## src/rtl/if_fetch_stage.sv

```systemverilog
// RV32I instruction-fetch stage: PC register, ROM address, IF/ID register.
// Optional perf counters (fetch_cnt, bubble_cnt) enabled by IF_PERF_CNT_EN.
module if_fetch_stage #(
  parameter logic [31:0] RESET_PC  = 32'h0000_0000,
  parameter logic [31:0] NOP_INSTR = 32'h0000_0013,
  parameter int unsigned CNT_W     = 32
) (
  input  logic        clk,
  input  logic        rst,
  input  logic        stall,
  input  logic        redirect,
  input  logic [31:0] redirect_pc,
  output logic [31:0] iaddr,
  input  logic [31:0] instr,
  output logic [31:0] if_id_pc,
  output logic [31:0] if_id_pc4,
  output logic [31:0] if_id_instr,
  output logic        if_id_valid,
  output logic        misalign_err
`ifdef IF_PERF_CNT_EN
  ,
  output logic [CNT_W-1:0] fetch_cnt,
  output logic [CNT_W-1:0] bubble_cnt
`endif
);

  logic [31:0] pc;
  logic [31:0] pc_next;
  logic        advance;

  assign iaddr   = pc;
  assign pc_next = pc + 32'd4;
  assign advance = !redirect && !stall;

  always_ff @(posedge clk) begin
    if (rst) begin
      pc           <= RESET_PC;
      if_id_pc     <= '0;
      if_id_pc4    <= '0;
      if_id_instr  <= NOP_INSTR;
      if_id_valid  <= 1'b0;
      misalign_err <= 1'b0;
    end else if (redirect) begin
      // Squash the wrong-path fetch; if_id_pc/pc4 keep their old values.
      pc           <= {redirect_pc[31:2], 2'b00};
      if_id_instr  <= NOP_INSTR;
      if_id_valid  <= 1'b0;
      misalign_err <= |redirect_pc[1:0];
    end else begin
      misalign_err <= 1'b0;
      if (!stall) begin
        pc          <= pc_next;
        if_id_pc    <= pc;
        if_id_pc4   <= pc_next;
        if_id_instr <= instr;
        if_id_valid <= 1'b1;
      end
    end
  end

`ifdef IF_PERF_CNT_EN
  always_ff @(posedge clk) begin
    if (rst) begin
      fetch_cnt  <= '0;
      bubble_cnt <= '0;
    end else begin
      if (advance)
        fetch_cnt <= fetch_cnt + 1'b1;
      if (!advance)
        bubble_cnt <= bubble_cnt + 1'b1;
    end
  end
`else
  logic unused_cfg;
  assign unused_cfg = (CNT_W > 0) && advance;
`endif

endmodule

```

## config.mk

```make
export PLATFORM = sky130hd
export DESIGN_NAME = if_fetch_stage
export DESIGN_NICKNAME = d
export VERILOG_FILES = /design/src/rtl/if_fetch_stage.sv
export SDC_FILE = /design/constraint.sdc
export NUM_CORES = 1
export LEC_CHECK = 0
export ABC_AREA = 1
export BUFFER_PORTS_ARGS = -buffer_cell sky130_fd_sc_hd__buf_2
export CAP_MARGIN = 5
export CORE_AREA = 2 2 112 114
export CTS_CLUSTER_DIAMETER = 60
export DETAILED_ROUTE_END_ITERATION = 8
export DIE_AREA = 0 0 114 116
export MAX_ROUTING_LAYER = met4
export PLACE_DENSITY = 0.76
export SLEW_MARGIN = 20
export SYNTH_ARGS = -nofsm -noshare
export SYNTH_HDL_FRONTEND = slang
export SYNTH_SLANG_ARGS = --single-unit
```

## constraint.sdc

```tcl
create_clock -name clk -period 1.5 [get_ports clk]
set_input_delay 0.3 -clock clk [delete_from_list [all_inputs] [get_ports clk]]
set_output_delay 0.3 -clock clk [all_outputs]
set_load 0.03 [all_outputs]
```

# ---- Word-level counts from Yosys, hierarchy flattened
# Cells that the tools add are included.
# Widths: inputs -> output; s select.
dict set report word_totals {
  output_inout_bits 130
  inputBits 68
  word_cells 17
  reg_bits 130
}
dict set report op_classes {
  n_reduce_logical 4
  bitwise 2
  add_sub_neg 1
  n_eq_ne 1
  muxes 2
}
# cell count
set ops {}
lappend ops {{$mux 32} 2}
lappend ops {{$add 32x3->32 const B} 1}
lappend ops {{$reduce_or 2->1} 3}
lappend ops {{$ne 2x1->1 const B} 1}
lappend ops {{$not 1->1} 2}
lappend ops {{$reduce_and 2->1} 1}

# ---- Depth between registers and ports, before layout
dict set report depth {
  ltp_word 3
  ltp_mapped 10
}

# ---- Worst setup path before layout
# OpenSTA, ideal clock, no wires.
dict set report synth_timing {
  path_type {register to register}
  start {reg pc[2] (netlist: iaddr[2])}
  end {reg pc[14] (netlist: iaddr[14])}
  arrival_ps 1538
  period_less_slack_ps 1671
  t_required_ps 1368
  path_slack_ps -171
  path_buffers 0
  path_stages_with_launch 9
  cell_sequence {dfxtp_1 ha_1 nand2_1 nor2_4 nand2_4 nor2_4 a21oi_1 o21ai_1 a21oi_1}
}
dict set report synth_between {
  elab_chain_cells 3
}
# item line_no
set synth_lines {}
lappend synth_lines {{start, declared} 27} ;# logic [31:0] pc;
lappend synth_lines {{start signal, assigned} 45} ;# pc <= {redirect_pc[31:2], 2'b00};
lappend synth_lines {{start signal, assigned} 52} ;# pc <= pc_next;
lappend synth_lines {{$add 32x3->32} 32} ;# assign pc_next = pc + 32'd4;
lappend synth_lines {{$mux 32} 51} ;# if (!stall) begin
lappend synth_lines {{$mux 32} 43} ;# end else if (redirect) begin
# No other way between the ends. The select of a mux whose other input is x is not followed.
# A chain may end at the register's enable or synchronous reset.

# ---- Worst setup path in the final report
dict set report layout_timing {
  start {reg pc[6] (netlist: iaddr[6])}
  end {out iaddr[6]}
}
# item line_no
set layout_rtl {}
lappend layout_rtl {{end, declared} 13} ;# output logic [31:0] iaddr,
# No word-level cell between the ends.

==> metrics list <==
- Outcome: finished, final reports clean
- During I/O placement, the number of pins put on the boundary was 198.
- Number of pins with negative max-slew slack in the final report: 0
* Layout net count: 1020
- Delay contributed by the slowest stage of the critical path: 380 ps
- Final cell utilization of the core: 0.616
- Layout cell share with drive strength beyond 1: 0.332
* Dominant register cell in the synthesized netlist: sky130_fd_sc_hd__dfxtp_1
- In the final layout, the multi-input gates occupy around 2500 µm².
- The core region is 11900 µm².
* Kind of end point of the critical path: output port
* Layout-stage area growth over the synthesis result: 38.0%
- Among all cell types in the netlist, the one instantiated most often is sky130_fd_sc_hd__nand2_1.
* Portion of total power attributed to the clock network: 0.472
- Setup slack on the worst reg-to-reg path comes out at 80 ps.
- For this run, the detailed router's first-pass iteration total came to 5.
- Clock-pin slew was measured on the worst setup and hold paths at roughly 50 ps.
- The first global-routing pass estimated 25100 µm of wire.
- Number of sinks handled by clock tree synthesis: 124
- The slowest stage of the critical path is the sky130_fd_sc_hd__dfxtp_1 cell.
- In this run the worst hold path is classified as in -> reg.
- Buf/Inv on CP: 2
- DR vias: 5547
* Number of cells on the worst reg-to-reg path: 9
- Share of power burned in combinational logic: 0.127
- Clock buffer count from CTS: 17
* Most area-hungry cell type in the Yosys netlist: sky130_fd_sc_hd__dfxtp_1
* Row cnt: 40
- In this run the most critical hold path is launched from instr[1].
- Initial drt markers: 430
- Floorplan die height: 116 µm
- Required time of the critical path: ~1200 ps
* Yosys cell types: 29
* Synthesis Warnings: 0
* Power per Cell Area: approximately 1200 nW/µm²
- Of all flip-flops after synthesis, the portion carrying an async set or reset was 0.
- Walking the worst path, the cells encountered are buf_4, clkbuf_4.
* Filler instances: 1096
* Horizontal die dimension: 114 µm
* Final period utilization: 0.971
- Sequential cell fraction of total power: 0.402
* Maximum number of pins on one net before global-route repair: 92
* CTS tree: yes
- Clock skew on the completed layout was measured at 6.63 ps.
- Global routing usage summed across all routing layers: 0.253
- Placed wire-length estimate: roughly 11000 µm
- The clock period could shrink to ~1500 ps.
- Sequential cell area fraction in the yosys report: 0.467
* Top fanout value on the critical path: 5
- The share of synthesized area in the top cell type comes to 0.467.
- After synthesis the netlist holds a flip-flop and latch count of 124.
* Switching part of the total power: 0.257
- Achievable Freq: between 600 and 700 MHz
- Area of the die: 13200 µm²
* Number of global-route vias before repair: 5195
* Max cap viols: 0
- Routed wire length: 16000 µm
* Root cell of the clock tree: sky130_fd_sc_hd__clkbuf_16
- The number of failing hold endpoints at the final stage is 0.
* Most common library cells after synthesis: sky130_fd_sc_hd__nand2_1 (249), sky130_fd_sc_hd__dfxtp_1 (124), sky130_fd_sc_hd__a21oi_1 (100)
* Number of port buffers: 191
* Initial core utilization: 0.447
* Inserted Diodes: 0
* Post-detailed-route count of antenna-violating nets: 0
* Number of antenna violations at the first check in global routing: 0
- Category of the worst setup path launch point: flip-flop
* Worst IR drop on VDD: between 1000 and 1500 µV
- Setup violations remaining at the end of the flow were counted as 0.
- The critical path starts at iaddr[6]$_SDFFE_PP0P_.
* Number of flops mapped to enable cells by yosys: 0
- Summed over all failing endpoints, the final setup total negative slack is 0 ps.
* CTS Hold Bufs: 0
- Remaining global-route overflow: 0
- At the end of routability-driven placement, the weighted congestion stood at 0.885.
- Cell count along the critical path: 2
- For the worst setup path, the data arrival time is between 1000 and 1500 ps.
- Final routed DRC violation total: 0
- For this run, global-route usage on met1 was measured as 0.289.
* Unrepaired setup endpoints after global routing: yes
* Synth top area cells: sky130_fd_sc_hd__dfxtp_1 (47%), sky130_fd_sc_hd__nand2_1 (18%), sky130_fd_sc_hd__a21oi_1 (9.4%)
* Startpoint of the most critical register-to-register path: iaddr[13]$_SDFFE_PP0P_
- After detailed routing, the average wire length per cell comes to 14.4 µm.
- In the synthesized netlist, the number of instances is 741.
- The clock passes through at most 2 buffers.
* Crit Path Class: reg -> out
- Dividing the synthesized area by the synthesized cell count gives 7.18 µm².
- Clock latency on the worst-skew pair, taken at its later pin, is approximately 420 ps.
- Total area of sequential cells: around 2500 µm²
* End of the critical path: iaddr[6]
* PnR Total Power: 0.00878 W
* Leakage component of the power: 3.36 nW
- For met2 alone, demand over resource in global routing was 0.417.
* Kind of cell adding the most delay to the critical path: flip-flops
* Busiest layer in global routing: met2
* H-tree levels: 4
* Switching power total: 0.00226 W
- Dividing the detail-routed via count by the number of cells gives 4.99.
* Capture point of the worst reg-to-reg path: if_id_pc4[23]$_SDFFE_PP0P_
- Post-synthesis instance area: 5320 µm²
* GR Util met3: 0.0821
- Cell internal power was estimated by the tool at between 0.006 and 0.007 W.
## timing repair
action,CTS,global route
setup buffers,2,1
resized for setup,6,24
pin swaps,4,4
hold endpoints to repair,0,0
setup endpoints to repair,3,35
## worst min path at each step
| stage | endpoint | cells past startpoint | slack, ps |
|---|---|---|---|
| after global routing | if_id_instr[0]$_SDFFE_PP1N_ | 3 | 80 |
| after CTS | if_id_instr[0]$_SDFFE_PP1N_ | 3 | 70 |
| after detailed placement | if_id_instr[14]$_SDFFE_PP0N_ | 2 | 450 |
| after floorplan | if_id_instr[0]$_SDFFE_PP1N_ | 2 | 410 |
| final | if_id_instr[1]$_SDFFE_PP1N_ | 3 | 80 |
| after global placement | if_id_instr[14]$_SDFFE_PP0N_ | 2 | 440 |
## layout by cell type, fill, tap and decap left out, drive strengths merged, types with 6 or more instances in the layout
cell	netlist	final
a211oi	15	15
dfxtp	124	124
a31oi	7	7
nand2	256	256
buf	18	230
clkbuf	27	28
o21ai	22	22
nor2	72	72
inv	54	54
conb	1	6
nand3	25	25
a22o	7	7
a21oi	100	100
## cell type report
| cell class | count | share of cell area |
|---|---|---|
| multi-input cells | 523 | 0.345 |
| clock inverters | 5 | 0.0106 |
| well taps | 147 | 0.0251 |
| inverters | 54 | 0.0276 |
| repair buffers | 231 | 0.180 |
| clock buffers | 27 | 0.0714 |
| flip-flops and latches | 124 | 0.340 |
## routing by layer
metal	up-vias	share of wire	routed length, µm
met3	23	0.076	1210
met5	-	0	0
met2	220	0.48	7770
met4	0	0.024	392
li1	2787	-	-
met1	2517	0.42	6670
## power groups by stage
stage                     registers (W)  logic [W]  clock network, W
final                           0.00353    0.00111           0.00414
after global routing            0.00354    0.00121           0.00435
after CTS                       0.00353    0.00111           0.00420
after detailed placement        0.00359    0.00109                 0
after global placement          0.00359    0.00109                 0
after floorplan                 0.00387   0.000413                 0
## worst register-to-register path, cell delays in order, from the launching register on
cell and delay, ps:
sky130_fd_sc_hd__dfxtp_1 370, sky130_fd_sc_hd__nand2_1 120, sky130_fd_sc_hd__nor2_2 170, sky130_fd_sc_hd__nand2_2 100, sky130_fd_sc_hd__nor2_2 170, sky130_fd_sc_hd__nand2_1 70
sky130_fd_sc_hd__nand2_1 60, sky130_fd_sc_hd__nand2_1 50, sky130_fd_sc_hd__nand2_1 100, sky130_fd_sc_hd__a21oi_1 80
## state kept, by name, indices dropped and copies added, names as in the netlist
| register | cells |
|---|---|
| iaddr | 30 |
| if_id_instr | 32 |
| if_id_pc | 30 |
| if_id_valid | 1 |
| misalign_err | 1 |
| if_id_pc4 | 30 |
## cells by family after synthesis
logic type | Yosys count | synth area share
other cells | 1 | 0.000705
buf+inv | 99 | 0.0778
xor+xnor | 7 | 0.0115
simple gates | 356 | 0.282
fa+ha+maj | 1 | 0.00235
flops | 124 | 0.467
compound gates | 153 | 0.159
## stage by stage
step	instance area (µm²)	setup WS (ps)	hold WS, ps	cells
after floorplan	5350	2.96	413	746
after global placement	6620	63.9	441	1076
after detailed placement	6620	29.7	445	1076
after CTS	7260	26.5	66.2	1110
after global routing	7340	-28.2	84.3	1111
final	7340	43.2	82.3	1111
Power figures use the tool's default switching activity.
